--- src/rtl/can_mem_arbiter.sv ---
// can_mem_arbiter: shares the single-port CAN message memory between the CAN core
// and the host, with a host starvation guard and a sequenced whole-memory clear.
module can_mem_arbiter #(
  parameter int ADDR_W     = 8,
  parameter int DATA_W     = 8,
  parameter int MAX_HOLD   = 4,
  parameter int CLR_CYCLES = 2
) (
  input  logic              clk,
  input  logic              rst,
  input  logic              c_req,
  input  logic              c_rw,
  input  logic [ADDR_W-1:0] c_addr,
  input  logic [DATA_W-1:0] c_din,
  output logic              c_ack,
  output logic [DATA_W-1:0] c_dout,
  input  logic              h_req,
  input  logic              h_rw,
  input  logic [ADDR_W-1:0] h_addr,
  input  logic [DATA_W-1:0] h_din,
  output logic              h_ack,
  output logic [DATA_W-1:0] h_dout,
  input  logic              clr_req,
  output logic              clr_busy,
  output logic              mem_rst_n,
  output logic              mem_rw,
  output logic [ADDR_W-1:0] mem_addr,
  output logic [DATA_W-1:0] mem_din,
  input  logic [DATA_W-1:0] mem_dout
);

  typedef enum logic [2:0] {IDLE, ACCESS, RWAIT, ACK, CLEAR} state_t;

  localparam logic [3:0] HOLD_LIMIT = 4'(MAX_HOLD);
  localparam logic [3:0] CLR_LAST   = 4'(CLR_CYCLES - 1);

  state_t             state;
  state_t             next_state;
  logic               gnt_c;
  logic               gnt_h;
  logic               gnt_any;
  logic               clr_done;
  logic               host_owner;
  logic               is_read;
  logic               clr_pend;
  logic [3:0]         streak;
  logic [3:0]         clr_cnt;
  logic               sel_rw;
  logic [ADDR_W-1:0]  sel_addr;
  logic [DATA_W-1:0]  sel_din;

  // Grants are only decided in IDLE; a pending clear outranks both requesters.
  always_comb begin
    next_state = state;
    gnt_c      = 1'b0;
    gnt_h      = 1'b0;
    clr_done   = 1'b0;
    case (state)
      IDLE: begin
        if (clr_pend) begin
          next_state = CLEAR;
        end else if (c_req && !(h_req && streak == HOLD_LIMIT)) begin
          gnt_c      = 1'b1;
          next_state = ACCESS;
        end else if (h_req) begin
          gnt_h      = 1'b1;
          next_state = ACCESS;
        end
      end
      ACCESS: next_state = is_read ? RWAIT : ACK;
      RWAIT:  next_state = ACK;
      ACK:    next_state = IDLE;
      CLEAR: begin
        if (clr_cnt == CLR_LAST) begin
          clr_done   = 1'b1;
          next_state = IDLE;
        end
      end
      default: next_state = IDLE;
    endcase
  end

  assign gnt_any  = gnt_c | gnt_h;
  assign sel_rw   = gnt_h ? h_rw   : c_rw;
  assign sel_addr = gnt_h ? h_addr : c_addr;
  assign sel_din  = gnt_h ? h_din  : c_din;

  always_ff @(posedge clk or posedge rst) begin
    if (rst) begin
      state <= IDLE;
    end else begin
      state <= next_state;
    end
  end

  // mem_rst_n is registered low in reset so the memory is also wiped by system reset.
  always_ff @(posedge clk or posedge rst) begin
    if (rst) begin
      host_owner <= 1'b0;
      is_read    <= 1'b0;
      mem_rw     <= 1'b1;
      mem_addr   <= '0;
      mem_din    <= '0;
      mem_rst_n  <= 1'b0;
    end else begin
      mem_rw    <= gnt_any ? sel_rw : 1'b1;
      mem_rst_n <= (next_state != CLEAR);
      if (gnt_any) begin
        host_owner <= gnt_h;
        is_read    <= sel_rw;
        mem_addr   <= sel_addr;
        mem_din    <= sel_din;
      end
    end
  end

  always_ff @(posedge clk or posedge rst) begin
    if (rst) begin
      streak <= '0;
    end else if (gnt_h) begin
      streak <= '0;
    end else if (gnt_c) begin
      streak <= h_req ? streak + 4'd1 : 4'd0;
    end
  end

  // A clear request arriving while one is pending or running is simply absorbed.
  always_ff @(posedge clk or posedge rst) begin
    if (rst) begin
      clr_pend <= 1'b0;
      clr_cnt  <= '0;
    end else begin
      clr_pend <= clr_done ? 1'b0 : (clr_pend | clr_req);
      clr_cnt  <= (state == CLEAR) ? clr_cnt + 4'd1 : 4'd0;
    end
  end

  always_ff @(posedge clk or posedge rst) begin
    if (rst) begin
      c_dout <= '0;
      h_dout <= '0;
    end else if (state == RWAIT) begin
      if (host_owner) begin
        h_dout <= mem_dout;
      end else begin
        c_dout <= mem_dout;
      end
    end
  end

  assign c_ack    = (state == ACK) && !host_owner;
  assign h_ack    = (state == ACK) &&  host_owner;
  assign clr_busy = clr_pend;

endmodule

--- config.mk ---
export PLATFORM = sky130hd
export DESIGN_NAME = can_mem_arbiter
export DESIGN_NICKNAME = d
export VERILOG_FILES = /design/src/rtl/can_mem_arbiter.sv
export SDC_FILE = /design/constraint.sdc
export NUM_CORES = 1
export LEC_CHECK = 0
export ABC_CLOCK_PERIOD_IN_PS = 5050
export BUFFER_PORTS_ARGS = -buffer_cell sky130_fd_sc_hd__buf_2
export CORE_ASPECT_RATIO = 0.75
export CORE_UTILIZATION = 52
export DETAILED_ROUTE_END_ITERATION = 16
export GPL_ROUTABILITY_DRIVEN = 0
export PLACE_DENSITY = 0.92
export SKIP_CTS_REPAIR_TIMING = 1
export SYNTH_ARGS = -nofsm -noshare
export SYNTH_HDL_FRONTEND = slang
export SYNTH_SLANG_ARGS = --single-unit
--- constraint.sdc ---
create_clock -name clk -period 5.05 [get_ports clk]
set_input_delay 1.01 -clock clk [delete_from_list [all_inputs] [get_ports clk]]
set_output_delay 1.01 -clock clk [all_outputs]
set_load 0.01 [all_outputs]
; Word-level counts from Yosys, hierarchy flattened
; Index checks and enable logic that the tools add are counted.
[classes]
n_addsub = 2
reduce_logical = 10
bitwise = 3
eq_ne = 7
n_mux = 24
[ops]
columns = cell, n
row1 = two-way mux 4 bit, 4
row2 = two-way mux 8 bit, 2
row3 = two-way mux 1 bit, 13
row4 = two-way mux 3 bit, 4
row5 = case mux 3 bit (4 select lines), 1
row6 = "adder 4 x 1 -> 4 bit, second input constant", 2
row7 = "equality test 3 x 2 -> 1 bit, second input constant", 2
row8 = "equality test 4 x 1 -> 1 bit, second input constant", 1
row9 = "equality test 4 x 3 -> 1 bit, second input constant", 1
row10 = logical AND 1 bit, 4
row11 = AND reduction 2 bit, 2
row12 = "equality test 3 x 1 -> 1 bit, second input constant", 1
row13 = "equality test 3 bit, second input constant", 1
row14 = logical NOT 3 bit, 1
row15 = "!= test 3 bit, second input constant", 1
row16 = logical NOT 1 bit, 2
row17 = bitwise OR 1 bit, 2
row18 = nonzero test 2 bit, 1
row19 = NOT 1 bit, 1
[word_totals]
input_bits = 47
out_inout_bits = 37
regBits = 48
elab_cells = 58

; Logic depth before layout (Yosys ltp)
[logic_depth]
depth_word = 9
ltp_mapped = 6
depth_no_buf = 5

; Worst setup path after synthesis
; No wires, ideal clock.
[synth_timing]
kind = input to register
startpoint = input port c_req
endpoint = register state[0]
t_arrival_ns = 1.954
path_buffers = 2
setup_slack_ns = 2.956
setup_time_ns = 0.140
required_time_ns = 4.910
cell_stages = 4
path_cell_list = clkbuf_1 o21ai_1 clkbuf_1 o31ai_1
[synth_via]
elab_chain_len = 4
[synth_lines]
columns = element, line_no
row1 = "start, declared", 11  ; input logic c_req,
row2 = logical AND 1 bit, 62  ; end else if (c_req && !(h_req && streak == HOLD_LIMIT)) begin
row3 = two-way mux 3 bit, 62
row4 = two-way mux 3 bit, 60  ; if (clr_pend) begin
row5 = case mux 3 bit (4 select lines), 58  ; case (state)
row6 = via next_state[0], 38  ; state_t next_state;
row7 = "end signal, assigned", 92  ; state <= next_state;
row8 = "end, declared", 37  ; state_t state;
; The timed path passes the listed nets, and every way through them passes these cells.
; A chain may end at the register's enable or synchronous reset.

; Final worst setup path
[layout_timing]
startpoint = register state[2]
endpoint = register mem_din[3]
[layout_via]
elab_chain_len = 3
word_cells_on_any_way = 5
classes_between = 3 x mux / 1 x bitwise / 1 x reduce/logical
[layout_lines]
columns = element, line_no
row1 = logical NOT 3 bit *, 58
row2 = two-way mux 1 bit, 58
row3 = two-way mux 8 bit / bitwise OR 1 bit (equally long branches), "86, 83"
row4 = "end signal, assigned", 112  ; mem_din <= sel_din;
row5 = "end, declared", 28  ; output logic [DATA_W-1:0] mem_din,
; Mark *: on every way between the ends. The rest lies on a longest branch, timed or not.

==> results.sh <==
export IMPL_status="completed"
export IMPL_r2r_start="state[2]"
export IMPL_layout_min_cycle_time_ns=2.60
export IMPL_setup_viol=0
export IMPL_critical_path_required_ns=5.16
export IMPL_clock_root_buffer="clkbuf_8"
export IMPL_nets=324
export IMPL_fmax_mhz=384
export IMPL_peakVddDrop_mv=0.327
export IMPL_clock_skew_ns=0.0122
export IMPL_ys_flop_type="dfrtp_1"
export IMPL_synthCells=194
export IMPL_fp_row_count=20
export IMPL_setup_tns_ns=0
export IMPL_antenna_left=0
export IMPL_syn_nets=245
export IMPL_grt_max_degree=49
export IMPL_yosysSeqAreaShare=0.541
export IMPL_synth_area_per_cell_um2=11.4
export IMPL_synth_most_common_cell="dfrtp_1"
export IMPL_worstSetupPathType="register to register"
export IMPL_startpoint_type="register"
export IMPL_cts_buffers=5
export IMPL_grt_pass1_wl_um=7690
export IMPL_hold_depth=1
export IMPL_reg2reg_depth=3
export IMPL_hp_start="clr_cnt[0]"
export IMPL_antenna_cells=0
export IMPL_holdPathEnd="clr_cnt[0]"
export IMPL_via_count=1774
export IMPL_tightest_slew_ns=1.23
export IMPL_synth_top_area_share=0.530
export IMPL_antenna_found_initial=0
export IMPL_end_kind="register"
export IMPL_power_per_cell_area_nw_per_um2=538
export IMPL_synth_top_area_cell="dfrtp_1"
export IMPL_pin_count=84
export IMPL_hp_class="register to register"
export IMPL_viasPerCell=5.39
export IMPL_dieHeight_um=58.6
export IMPL_wl_um=4750
export IMPL_grt_pass1_vias=1630
export IMPL_worstReg2RegEnd="mem_din[3]"
export IMPL_drt_pass1_iter_count=9
export IMPL_clock_sinks=48
export IMPL_whs_ns=0.496
export IMPL_cts_max_level=2
export IMPL_grtUsageTotal=0.227
export IMPL_die_w_um=77.5
export IMPL_rsz0062_at_grt="false"
export IMPL_synth_distinct_cells=40
export IMPL_leakagePower_nw=1.49
export IMPL_tritoncts="built"
export IMPL_die_area_um2=4540
export IMPL_drc_errors=0
export IMPL_io_buffers=83
export IMPL_cts_clk_slew_worst_paths_ns=0.09
export IMPL_coreArea_um2=4080
export IMPL_wire_per_inst_um=14.4
export IMPL_utilization=0.671
export IMPL_gr_total_overflow=0
export IMPL_start_util=0.544
export IMPL_fillCellCount=325
export IMPL_clockBufferDepth=2
export IMPL_syn_to_final_growth_pct=23.2
export IMPL_clk_latency_ns=0.31
export IMPL_relSlewSlack=0.175
export IMPL_synthTopCellsByArea="dfrtp_1, mux2_2, inv_1, a222oi_1, ha_1"
export IMPL_maxCapViolations=0
export IMPL_slew_violations=0
export IMPL_ys_ff_latch=48
export IMPL_cp_max_fo=20
export IMPL_regToRegSetupSlack_ns=2.45
export IMPL_drive_above_1_share=0.420
export IMPL_finalCritPeriodShare=0.515
export IMPL_hold_viol=0
export IMPL_synth_edff_count=0
export IMPL_dp_hpwl_um=3450
export IMPL_drt_initial_drc_count=180
export IMPL_yosys_top_cells_count="dfrtp_1, inv_1, mux2_2"
export IMPL_async_reset_ff_frac=1.00
export IMPL_yosys_warnings=0
export IMPL_critical_path_arrival_ns=2.71
export IMPL_syn_cell_area_um2=2220
final cells by class:
cell class | count | area (µm²) | area share
well taps | 55 | 68.8 | 0.0251
clock inverters | 3 | 23.8 | 0.00869
flip-flops and latches | 48 | 1200 | 0.439
clock buffers | 5 | 68.8 | 0.0251
repair buffers | 83 | 415 | 0.152
inverters | 44 | 165 | 0.0604
multi-input cells | 91 | 792 | 0.289
registers in the layout, indices dropped and copies added, names as in the netlist, 3 cells and up:
name and flops:
clr_cnt 4, streak 4, mem_addr 8, h_dout 8
c_dout 8, state 3, mem_din 8
worst max-delay path, cell delays in order (launching register included):
cell      delay (ns)
dfrtp_1         0.54
or4_4           0.67
nor3b_2         0.96
a222oi_1        0.24
stage by stage:
stage | cells | power, mW | setup WS [ns] | cell area, µm²
final | 329 | 1.47 | 2.45 | 2740
after global routing | 329 | 1.56 | 2.31 | 2740
after CTS | 329 | 1.48 | 2.48 | 2740
after detailed placement | 321 | 1.25 | 2.21 | 2640
after global placement | 321 | 1.21 | 2.30 | 2640
after floorplan | 194 | 1.03 | 2.90 | 2220
logic make-up after synthesis:
group	after synthesis	share of synthesized area
flip-flops	48	0.541
multiplexers	16	0.0811
adder cells (fa/ha/maj)	4	0.0225
buffers and inverters	55	0.105
AO/OA/AOI/OAI	37	0.144
AND/OR/NAND/NOR	31	0.0946
XOR/XNOR	3	0.0118
worst max path at each step:
stage | endpoint | cells after the start | start
after floorplan | c_dout[0] | 1 | rst
after global placement | mem_din[3] | 4 | h_req
after detailed placement | mem_din[3] | 4 | h_req
after CTS | mem_din[3] | 3 | state[2]
after global routing | mem_din[3] | 3 | state[2]
final | mem_din[3] | 3 | state[2]
per-layer routing:
layer	share of wire	global-route usage	vias to the layer above	wire [µm]
li1	-	-	824	-
met3	0.062	0.0419	6	295
met1	0.45	0.301	857	2130
met4	0.017	0.119	0	80
met2	0.47	0.365	87	2240
met5	0	0	-	0
cell usage in the layout (no fill, tap or decap), types with 2 or more instances in the layout:
master	n
nand3_1	3
clkbuf_8	5
dfrtp_1	47
clkinvlp_4	2
nor2_1	10
nor2b_1	3
o21ai_0	3
a222oi_1	13
and4b_1	2
a221o_1	4
nor3b_1	2
buf_2	83
mux2_2	16
inv_1	43
xnor2_1	2
o21a_1	4
ha_1	4
a21oi_1	3
power by group:
group	switching (mW)	internal [mW]	total, mW
sequential	0.128	0.554	0.681
combinational	0.282	0.277	0.559
clock	0.134	0.0982	0.232
No activity file was read; power rests on OpenSTA's default activity.
